[config.mk]
export PLATFORM = sky130hd
export DESIGN_NAME = rgb_hue_pwm
export DESIGN_NICKNAME = d
export VERILOG_FILES = /design/src/rtl/rgb_hue_pwm.sv
export SDC_FILE = /design/constraint.sdc
export NUM_CORES = 1
export LEC_CHECK = 0
export CORE_MARGIN = 5
export CORE_UTILIZATION = 40
export DETAILED_ROUTE_END_ITERATION = 7
export GPL_ROUTABILITY_DRIVEN = 0
export PLACE_DENSITY = 0.55
export RECOVER_POWER = 50
export SYNTH_ARGS = -nofsm -noshare
export SYNTH_HDL_FRONTEND = slang
export SYNTH_SLANG_ARGS = --single-unit
[constraint.sdc]
create_clock -name clk -period 2.34 [get_ports clk]
set_input_delay 0.234 -clock clk [delete_from_list [all_inputs] [get_ports clk]]
set_output_delay 0.234 -clock clk [all_outputs]
set_load 0.05 [all_outputs]
[src/rtl/rgb_hue_pwm.sv]
// rgb_hue_pwm: six-segment hue wheel driver for the board RGB LED.
// Per-channel PWM fade or hard colour steps, frame-latched duties.
module rgb_hue_pwm #(
   parameter int PWM_BITS    = 8,
   parameter int STEP_CYCLES = 7813,
   parameter bit ACTIVE_LOW  = 1'b1
) (
   input  logic       clk,
   input  logic       rst_n,
   input  logic       enable,
   input  logic       step_mode,
   output logic       RGB_R,
   output logic       RGB_G,
   output logic       RGB_B,
   output logic [2:0] segment,
   output logic       cycle_done
);

   localparam int PW =
      (STEP_CYCLES > 1) ? $clog2(STEP_CYCLES) : 1;
   localparam logic [PW-1:0] PRE_LAST =
      PW'(STEP_CYCLES - 1);
   localparam logic [PWM_BITS-1:0] MAX = '1;
   localparam logic PIN_OFF = ACTIVE_LOW;

   logic [PW-1:0]       r_pre;
   logic [PWM_BITS-1:0] r_lvl;
   logic [2:0]          r_seg;
   logic                r_wrap;
   logic                r_done;
   logic [PWM_BITS-1:0] r_cnt;
   logic [PWM_BITS-1:0] r_duty_r;
   logic [PWM_BITS-1:0] r_duty_g;
   logic [PWM_BITS-1:0] r_duty_b;
   logic                r_pin_r;
   logic                r_pin_g;
   logic                r_pin_b;

   logic                w_tick;
   logic                w_lvl_last;
   logic                w_wrap;
   logic                w_frame_end;
   logic [PWM_BITS-1:0] w_up;
   logic [PWM_BITS-1:0] w_dn;
   logic [PWM_BITS-1:0] w_tgt_r;
   logic [PWM_BITS-1:0] w_tgt_g;
   logic [PWM_BITS-1:0] w_tgt_b;
   logic                w_on_r;
   logic                w_on_g;
   logic                w_on_b;

   assign w_tick      = enable && (r_pre == PRE_LAST);
   assign w_lvl_last  = (r_lvl == MAX);
   assign w_wrap      = w_tick && w_lvl_last
                        && (r_seg == 3'd5);
   assign w_frame_end = (r_cnt == MAX);
   assign w_up        = r_lvl;
   assign w_dn        = MAX - r_lvl;

   // Prescaler: divides the clock down to brightness steps.
   always_ff @(posedge clk) begin
      if (!rst_n) begin
         r_pre <= '0;
      end else if (enable) begin
         if (w_tick) r_pre <= '0;
         else        r_pre <= r_pre + 1'b1;
      end
   end

   // Level and segment: walk the hue wheel one step per tick.
   always_ff @(posedge clk) begin
      if (!rst_n) begin
         r_lvl <= '0;
         r_seg <= 3'd0;
      end else if (w_tick) begin
         r_lvl <= r_lvl + 1'b1;
         if (w_lvl_last) begin
            if (r_seg == 3'd5) r_seg <= 3'd0;
            else               r_seg <= r_seg + 3'd1;
         end
      end
   end

   // Wrap flag is staged once so the pulse lands a cycle
   // after the segment has already shown 0.
   always_ff @(posedge clk) begin
      if (!rst_n) begin
         r_wrap <= 1'b0;
         r_done <= 1'b0;
      end else begin
         r_wrap <= w_wrap;
         r_done <= r_wrap;
      end
   end

   // Target duties from segment, level and mode.
   always_comb begin
      w_tgt_r = '0;
      w_tgt_g = '0;
      w_tgt_b = '0;
      if (step_mode) begin
         case (r_seg)
            3'd0: begin w_tgt_r = MAX; end
            3'd1: begin
               w_tgt_r = MAX;
               w_tgt_g = MAX;
            end
            3'd2: begin w_tgt_g = MAX; end
            3'd3: begin
               w_tgt_g = MAX;
               w_tgt_b = MAX;
            end
            3'd4: begin w_tgt_b = MAX; end
            3'd5: begin
               w_tgt_r = MAX;
               w_tgt_b = MAX;
            end
            default: begin end
         endcase
      end else begin
         case (r_seg)
            3'd0: begin
               w_tgt_r = MAX;
               w_tgt_g = w_up;
            end
            3'd1: begin
               w_tgt_r = w_dn;
               w_tgt_g = MAX;
            end
            3'd2: begin
               w_tgt_g = MAX;
               w_tgt_b = w_up;
            end
            3'd3: begin
               w_tgt_g = w_dn;
               w_tgt_b = MAX;
            end
            3'd4: begin
               w_tgt_r = w_up;
               w_tgt_b = MAX;
            end
            3'd5: begin
               w_tgt_r = MAX;
               w_tgt_b = w_dn;
            end
            default: begin end
         endcase
      end
   end

   // Free-running PWM counter, independent of enable.
   always_ff @(posedge clk) begin
      if (!rst_n) r_cnt <= '0;
      else        r_cnt <= r_cnt + 1'b1;
   end

   // Duties only change on the frame boundary.
   always_ff @(posedge clk) begin
      if (!rst_n) begin
         r_duty_r <= '0;
         r_duty_g <= '0;
         r_duty_b <= '0;
      end else if (w_frame_end) begin
         r_duty_r <= w_tgt_r;
         r_duty_g <= w_tgt_g;
         r_duty_b <= w_tgt_b;
      end
   end

   assign w_on_r = enable && (r_cnt < r_duty_r);
   assign w_on_g = enable && (r_cnt < r_duty_g);
   assign w_on_b = enable && (r_cnt < r_duty_b);

   // Registered pins with selectable polarity.
   always_ff @(posedge clk) begin
      if (!rst_n) begin
         r_pin_r <= PIN_OFF;
         r_pin_g <= PIN_OFF;
         r_pin_b <= PIN_OFF;
      end else begin
         r_pin_r <= w_on_r ^ PIN_OFF;
         r_pin_g <= w_on_g ^ PIN_OFF;
         r_pin_b <= w_on_b ^ PIN_OFF;
      end
   end

   assign RGB_R      = r_pin_r;
   assign RGB_G      = r_pin_g;
   assign RGB_B      = r_pin_b;
   assign segment    = r_seg;
   assign cycle_done = r_done;

endmodule

---- After elaboration in Yosys (flattened, before gate mapping) ----
Index checks and enable logic that the tools add are counted.
operators by class
  add/sub/neg operators ................... 5
  magnitude comparators ................... 3
  eq/ne operators ......................... 8
  multiplexer cells ....................... 11
  bitwise operators ....................... 3
  reductions and logical operators ........ 14
operators by type and width
  operator                                                          number
  8-bit case mux with 3 select lines                                3
  8-bit 2-to-1 mux                                                  6
  8-bit less-than comparator                                        3
  8-bit by 1-bit adder with 8-bit output (second input constant)    2
  8-bit == test (second input constant)                             2
  13-bit by 1-bit adder with 13-bit output (second input constant)  1
  13-bit == test (second input constant)                            1
  13-bit 2-to-1 mux                                                 1
  3-bit OR reduction                                                3
  8-bit subtractor (first input constant)                           1
  3-bit by 2-bit == test with 1-bit output (second input constant)  2
  3-bit == test (second input constant)                             2
  1-bit logical AND                                                 6
  2-bit OR reduction                                                3
  3-bit by 1-bit adder with 3-bit output (second input constant)    1
  3-bit by 1-bit == test with 1-bit output (second input constant)  1
  3-bit logical NOT                                                 1
  3-bit 2-to-1 mux                                                  1
  1-bit inverter                                                    3
  2-bit AND reduction                                               1
word-level totals
  register bits ........................... 61
  bits of input ports ..................... 4
  logic and storage cells ................. 56

---- Logic depth before layout (Yosys ltp) ----
Gate-level depths: netlist (run 1).
  word-level depth ........................ 4
  mapped depth ............................ 7

---- Least setup slack after synthesis (run 1) ----
OpenSTA, ideal clock, no wires.
  path kind ............................... flip-flop to flip-flop
  start point ............................. reg r_seg[0] (netlist: segment[0])
  end point ............................... reg r_duty_g[0]
  library setup time ...................... 59 ps
  arrival ................................. 2,051 ps
  required time ........................... 2,281 ps
  setup slack ............................. 230 ps
  cell stages (with the launch flop) ...... 7
  clock period less this slack ............ 2,110 ps
  cell sequence ........................... dfxtp_1 -> clkbuf_1 -> and2_1 -> ha_1 -> a21oi_1 -> o21ai_1 -> o221a_2
between the ends
  longest elaborated chain between the ends .. 4
  elaborated cells on any way between the ends .. 9
  those cells by class .................... 3 x eq/ne; 3 x mux; 3 x reduce/logical
RTL lines
  what                                                                                                         line      RTL
  start, declared                                                                                              28        logic [2:0] r_seg;
  start signal, assigned                                                                                       79        else r_seg <= r_seg + 3'd1;
  3-bit by 2-bit == test with 1-bit output / 3-bit by 1-bit == test with 1-bit output (equally long branches)  102, 121
  2-bit OR reduction (no source line) / 3-bit OR reduction (equally long branches)                             n/a
  8-bit case mux with 3 select lines / 8-bit 2-to-1 mux (equally long branches)                                121, 102
  8-bit 2-to-1 mux (*)                                                                                         101       if (step_mode) begin
  end signal, assigned                                                                                         165       r_duty_g <= w_tgt_g;
  end, declared                                                                                                33        logic [PWM_BITS-1:0] r_duty_g;
Mark *: on every way between the ends. The rest lies on a longest branch, timed or not.
A chain may end at the register's enable or synchronous reset.

---- Final worst setup path (run 1) ----
  start point ............................. reg r_pre[6]
  end point ............................... reg r_lvl[5]
between the ends
  longest elaborated chain between the ends .. 2
RTL lines
  what                    line  RTL
  start, declared         26    logic [PW-1:0] r_pre;
  start signal, assigned  66    else r_pre <= r_pre + 1'b1;
  13-bit == test          52    assign w_tick = enable && (r_pre == PRE_LAST);
  1-bit logical AND       52
  end signal, assigned    76    r_lvl <= r_lvl + 1'b1;
  end, declared           27    logic [PWM_BITS-1:0] r_lvl;
Every way passes these cells.

==> metrics.yaml, run 1 <==
outcome:
  status: "complete, no violations"
critical_path:
  crit_slowest_cell: "sky130_fd_sc_hd__or4_4"
  cp_data_arrival_time_ns: 2.40
  worstSetupEndpointType: "flop"
  slowest_stage_delay_on_critical_path_ns: 0.62
  cp-start-kind: "flop"
  timing.critical_path.required_ns: 2.59
  critical_path.cell_chain: "or3_1, or4_4, or4_1, a21oi_1"
  critical_path_type: "reg -> reg"
  critPathMaxFanout: 14
drt:
  drt-wirelength-per-cell_um: 15.24
  route.detailed.drc: 0
  totalWireLength_um: 8186
  route.detailed.vias_per_inst: 5.534
  first_iter_violations: 205
  detailedRoute.firstPassIterationCount: 4
  final_antenna_net_count: 0
  total_via_count_in_the_routed_design: 2972
synth:
  ys_seq_area_share_pct: 35.41
  synth-warning-count: 0
  mappedNetlistArea_mm2: 0.003448
  ys_dominant_reg_cell: "sky130_fd_sc_hd__dfxtp_1"
  synth.avg_cell_area_um2: 8.250
  netlist.top_cell.by_area: "sky130_fd_sc_hd__dfxtp_1"
  synth.top_cell.area_share_pct: 35.41
  synthCells: 418
  ys_ff_latch: 61
  synth_async_sr_flop_share_pct: 0
  synth_nets: 448
  post_synth_num_cell_types: 42
  synth.most_common_cell: "sky130_fd_sc_hd__dfxtp_1"
  netlist_top_cells_count: "sky130_fd_sc_hd__dfxtp_1, sky130_fd_sc_hd__nand2_1, sky130_fd_sc_hd__nor2_1"
  post_synth_edffs: 0
  yosys-top-cells-area: "sky130_fd_sc_hd__dfxtp_1, sky130_fd_sc_hd__ha_1, sky130_fd_sc_hd__o221a_2, sky130_fd_sc_hd__a21oi_1, sky130_fd_sc_hd__nand2_1"
power:
  clockPowerShare_pct: 46.1
  sequential_power_share_pct: 48.9
  power_density_mw_per_mm2: 562.0
  total_power_mw: 2.169
  power_switching_share_pct: 22.30
  internal_power_mw: 1.685
  power.net_switching_mw: 0.4837
  static-leakage-power_nw: 1.377
  peakVddDrop_v: 0.0003748
  pwr-share-comb_pct: 5.0
timing:
  timing.final.max_slew_violations: 0
  finalHoldViolCount: 0
  whs_ns: 0.4514
  final.setup_skew_ns: 0.008121
  slew_headroom_pct: 25.84
  final_sum_of_negative_setup_slack_ns: 0
  tightestPinTransition_ns: 1.103
  minimum_clock_period_ns: 2.146
  final_setup_slack_of_the_worst_path_ns: 0.1945
  finalSetupViolations: 0
  finalCritPeriodShare_pct: 91.69
  grt_setup_unrepaired: "false"
  fmax_mhz: 466.1
global_routing:
  met3_grt_util_pct: 5.277
  global_route.usage.total_pct: 17.61
  grt_util_met1_pct: 22.22
  gr-max-usage-layer: "met2"
  largest_net_degree_at_the_start_of_global_routing: 26
  globalRoute.totalOverflow: 0
  grt_pass1_vias: 2944
  grt_first_pass_wirelength_um: 14550
  met2_usage_pct: 28.85
  antenna_found_initial: 0
placement:
  numPortBuffers: 10
  dp_worst_setup_slack_ns: 0.1641
  dp_hpwl_um: 5962
  placed_cell_area_mm2: 0.003664
  placed_cells_incl_taps: 521
die:
  fp.coreArea_mm2: 0.008299
  floorplan.initialDensity_pct: 41.55
  floorplan.die.height_um: 102.9
  row_count: 33
  die_w_um: 102.9
  ioPinCount: 11
  fp.dieArea_mm2: 0.01058
cts:
  htree_levels: 3
  tritoncts.num_buffers: 9
  post_cts.repair.setup_buffers: 0
  cts.clk_slew.worst_paths_ns: 0.07
  clock_sinks: 61
  clock_insertion_delay_worst_skew_ns: 0.34
  clock_tree_from_tritoncts: "yes"
  postCtsHoldBufs: 0
  cts.root.buffer_cell: "sky130_fd_sc_hd__clkbuf_8"
  ctsLongestPathBuffers: 2
  cts_repair_resize_count: 0
cells_and_area:
  area_taken_by_multi_input_logic_gates_mm2: 0.002007
  fin_cells: 537
  finalNetCount: 457
  final_core_utilization_pct: 46.49
  area_growth_synth_to_finish_pct: 11.90
  final_layout_size_suffix_gt1_share_pct: 11.11
  nFillCells: 871
  sequential_cell_area_mm2: 0.001221
  antenna-diode-count: 0
  stdcell_area_mm2: 0.003859
run:
  maxCapViolations: 0
worst_hold_path:
  worstHoldPathType: "reg -> reg"
==> layout by cell type, fill, tap and decap left out, drive strengths merged, types with 9 or more instances in the layout <==
cell type  netlist  final
buf              8     10
dfxtp           61     61
nand2           44     44
ha              26     26
nand3           14     14
a211oi          11     11
xnor2           10     10
clkbuf          16     14
inv             31     31
nand2b           9      9
nor2            37     37
a21oi           35     35
o221a           24     24
o21ai           27     27
==> power groups by stage <==
stage | sequential (mW) | clock (mW) | combinational (mW)
2_1_floorplan | 1.09 | 0 | 0.0702
3_3_place_gp | 1.09 | 0 | 0.112
3_5_place_dp | 1.09 | 0 | 0.114
4_1_cts | 1.06 | 1.03 | 0.114
5_1_grt | 1.06 | 1.10 | 0.127
6_report | 1.06 | 0.999 | 0.109
==> layout make-up <==
class                   instances  area share, %
clock inverters                 5          1.946
multi-input cells             302          52.01
well taps                     105          3.405
clock buffers                  11          3.405
repair buffers                 22          4.572
inverters                      31          3.016
flip-flops and latches         61          31.65
==> metal layers <==
metal  up-vias  share of wire, %  wire (µm)
met3        13               3.3        270
li1       1521                 -          -
met4         0               1.9        155
met5         -                 0          0
met1      1396                47       3830
met2        42                48       3930
==> flip-flops by register name, indices dropped and copies added, names as in the netlist, 3 cells and up <==
name,cells
r_lvl,8
segment,3
r_duty_r,8
r_duty_b,8
r_pre,13
r_cnt,8
r_duty_g,8
==> final timing paths <==
kind | from | end | slack [ns] | depth (start not counted)
worst max register to register | r_pre[6] | r_lvl[5] | 0.19 | 4
worst max-delay path | r_pre[6] | r_lvl[5] | 0.19 | 4
worst min register to register | r_wrap | cycle_done | 0.45 | 1
worst min-delay path | r_wrap | cycle_done | 0.45 | 1
==> worst max-delay path, delay by kind of cell (launching register included) <==
kind | cells | cell delay [ns]
and+or+nand+nor | 3 | 1.54
DFF | 1 | 0.34
AOI/OAI and AO/OA | 1 | 0.17
==> logic make-up (layout without fill, tap and decap cells) <==
family / after synthesis / after routing / share of synthesized area, %
DFF: 61 / 61 / 35.41
and+or+nand+nor: 149 / 149 / 22.06
xor gates and xnor gates: 16 / 16 / 4.064
buffers and inverters: 55 / 69 / 6.386
muxes: 4 / 4 / 1.161
adders and majority gates: 26 / 26 / 9.434
AOI/OAI and AO/OA: 107 / 107 / 21.48
Note: power is estimated with default switching activity, not from simulation.
==> run 2: changes to the inputs <==
ABC_AREA = 1   (was not set)
CTS_CLUSTER_DIAMETER = 30   (was not set)
==> run 2 against run 1 <==
Final cell count is 28% higher; wire length is 7.6% higher; final area is 8.1% higher; largest power group unchanged; largest cell class unchanged; critical path type is now reg -> out; combinational power hardly changed; non-clock buffer count is 7 lower; flip-flop and latch count stayed put; clock power is 15% lower; maximum frequency is 4.9% higher.
==> metrics.yaml, run 2 <==
timing:
  final_sum_of_negative_setup_slack_ns: 0  # unchanged
  fmax_mhz: 489.0  # +4.9%
  final_setup_slack_of_the_worst_path_ns: 0.2949  # +0.1004 ns
  finalCritPeriodShare_pct: 87.40  # -4.3 points
  tightestPinTransition_ns: 1.109  # +0.005598 ns
  timing.final.max_slew_violations: 0  # unchanged
  slew_headroom_pct: 26.09  # +0.26 points
  whs_ns: 0.4443  # -0.007134 ns
  minimum_clock_period_ns: 2.045  # -0.1004 ns
  finalSetupViolations: 0  # unchanged
  final.setup_skew_ns: 0.01036  # +0.002236 ns
  grt_setup_unrepaired: "false"
  finalHoldViolCount: 0  # unchanged
synth:
  mappedNetlistArea_mm2: 0.003829  # +11%
  ys_dominant_reg_cell: "sky130_fd_sc_hd__dfxtp_1"
  synth.top_cell.area_share_pct: 31.90  # -3.5 points
  yosys-top-cells-area: "sky130_fd_sc_hd__dfxtp_1, sky130_fd_sc_hd__nand2_1, sky130_fd_sc_hd__ha_1, sky130_fd_sc_hd__inv_1, sky130_fd_sc_hd__a21oi_1"
  synth_nets: 580  # +29%
  synth.most_common_cell: "sky130_fd_sc_hd__nand2_1"
  synth-warning-count: 0  # unchanged
  synthCells: 550  # +32%
  synth_async_sr_flop_share_pct: 0  # unchanged
  netlist_top_cells_count: "sky130_fd_sc_hd__nand2_1, sky130_fd_sc_hd__dfxtp_1, sky130_fd_sc_hd__inv_1"
  post_synth_num_cell_types: 34  # -19%
  post_synth_edffs: 0  # unchanged
  netlist.top_cell.by_area: "sky130_fd_sc_hd__dfxtp_1"
  ys_seq_area_share_pct: 31.90  # -3.5 points
  ys_ff_latch: 61  # unchanged
  synth.avg_cell_area_um2: 6.961  # -16%
global_routing:
  grt_first_pass_wirelength_um: 14890  # +2.4%
  global_route.usage.total_pct: 16.28  # -1.3 points
  globalRoute.totalOverflow: 0  # unchanged
  largest_net_degree_at_the_start_of_global_routing: 34  # +31%
  grt_pass1_vias: 3006  # +2.1%
  antenna_found_initial: 0  # unchanged
cts:
  postCtsHoldBufs: 0  # unchanged
  cts_repair_resize_count: 0  # unchanged
  post_cts.repair.setup_buffers: 0  # unchanged
  clock_sinks: 61  # unchanged
  tritoncts.num_buffers: 9  # unchanged
  cts.root.buffer_cell: "sky130_fd_sc_hd__clkbuf_8"
  htree_levels: 3  # unchanged
  cts.clk_slew.worst_paths_ns: 0.07  # about the same
  clock_insertion_delay_worst_skew_ns: 0.34  # about the same
  clock_tree_from_tritoncts: "yes"
  ctsLongestPathBuffers: 2  # unchanged
die:
  die_w_um: 107.8  # +4.8%
  floorplan.initialDensity_pct: 41.24  # -0.31 points
  floorplan.die.height_um: 107.8  # +4.8%
  fp.coreArea_mm2: 0.009284  # +12%
  ioPinCount: 11  # unchanged
  row_count: 35  # +6.1%
  fp.dieArea_mm2: 0.01163  # +9.9%
critical_path:
  critical_path_type: "reg -> out"
  endpoint: "segment[0]"
  critical_path.cell_chain: "clkdlybuf4s50_1"
  worst-path-stages: 1  # -3
  reg2reg_depth: 8  # +4
  cp-start-kind: "flop"
  timing.reg2reg.setup_slack_ns: 0.43  # +0.24 ns
  crit_slowest_cell: "sky130_fd_sc_hd__clkdlybuf4s50_1"
  critical_path.reg2reg.endpoint: "r_duty_r[2]"
  worstSetupEndpointType: "output port"
  worst_setup_path_startpoint: "segment[0]"
  timing.critical_path.required_ns: 2.11  # -0.48 ns
  cp_data_arrival_time_ns: 1.81  # -0.59 ns
  timing.rr.start: "r_cnt[1]"
  critPathMaxFanout: 8  # -6
  cp_top_family: "buffers and inverters"
  worst-path-buf-inv: 1  # +1
  slowest_stage_delay_on_critical_path_ns: 0.89  # +0.27 ns
placement:
  placed_cells_incl_taps: 673  # +29%
  dp_hpwl_um: 6527  # +9.5%
  placed_cell_area_mm2: 0.003999  # +9.2%
  dp_worst_setup_slack_ns: 0.4206  # +0.2565 ns
  numPortBuffers: 10  # unchanged
drt:
  route.detailed.drc: 0  # unchanged
  final_antenna_net_count: 0  # unchanged
  detailedRoute.firstPassIterationCount: 4  # unchanged
  total_via_count_in_the_routed_design: 3316  # +12%
  first_iter_violations: 172  # -16%
  route.detailed.vias_per_inst: 4.813  # -13%
  totalWireLength_um: 8808  # +7.6%
  drt-wirelength-per-cell_um: 12.78  # -16%
outcome:
  status: "complete, no violations"
power:
  total_power_mw: 2.021  # -6.8%
  static-leakage-power_nw: 1.706  # +24%
  peakVddDrop_v: 0.0002286  # -39%
  power_density_mw_per_mm2: 484.7  # -14%
cells_and_area:
  commonest_non_fill_non_tap_cell_in_the_layout: "sky130_fd_sc_hd__nand2_1"
  fin_cells: 689  # +28%
  area_growth_synth_to_finish_pct: 8.922
  largest_register: "r_pre"
  nFillCells: 1001  # +15%
  final_layout_size_suffix_gt1_share_pct: 11.07  # -0.040 points
  most_frequent_cells_in_the_layout: "sky130_fd_sc_hd__nand2_1, sky130_fd_sc_hd__dfxtp_1, sky130_fd_sc_hd__inv_1"
  finalNetCount: 585  # +28%
  final_core_utilization_pct: 44.92  # -1.6 points
  largest_register_ffs: 13  # unchanged
  stdcell_area_mm2: 0.004170  # +8.1%
  antenna-diode-count: 0  # unchanged
run:
  maxCapViolations: 0  # unchanged
worst_hold_path:
  worstHoldPathType: "reg -> reg"
run 2: per-layer routing:
layer / vias up / share of wire [%] / routed length (µm) / global-route usage, %
li1: 1781 / - / - / -
met1: 1487 / 48 / 4235 / 21.38
met5: - / 0 / 0 / 0
met3: 6 / 2.7 / 242 / 3.659
met2: 42 / 48 / 4262 / 26.95
met4: 0 / 0.77 / 68 / 4.058
run 2: logic make-up (layout without fill, tap and decap cells):
logic type	after synthesis	in the layout	synth area share [%]
compound gates	93	93	15.78
xor+xnor	8	8	1.830
fa+ha+maj	26	26	8.497
buf+inv	90	100	10.13
flops	61	61	31.90
simple gates	272	272	31.86
run 2: worst min-delay path by stage:
stage                      start         end  slack (ns)  cells after the start
after floorplan           r_wrap  cycle_done        0.39                      2
after global routing      r_wrap  cycle_done        0.48                      2
after global placement    r_wrap  cycle_done        0.45                      2
final                     r_wrap  cycle_done        0.44                      2
after detailed placement  r_wrap  cycle_done        0.44                      2
after CTS                 r_wrap  cycle_done        0.46                      2
run 2: final cells by class:
| cell class | count | area, µm² | area share [%] |
|---|---|---|---|
| Clock buffer | 12 | 155.1 | 3.720 |
| Timing Repair Buffer | 15 | 131.4 | 3.150 |
| Inverter | 69 | 259.0 | 6.211 |
| Sequential cell | 61 | 1221 | 29.28 |
| Tap cell | 129 | 161.4 | 3.870 |
| Multi-Input combinational cell | 399 | 2220 | 53.23 |
| Clock inverter | 4 | 22.52 | 0.5401 |
run 2: where the power goes:
part           internal, mW  leakage, nW  switching, mW
combinational        0.0355         1.12         0.0731
clock                 0.437       0.0921          0.417
sequential             1.05        0.492         0.0111
total                  1.52         1.71          0.501
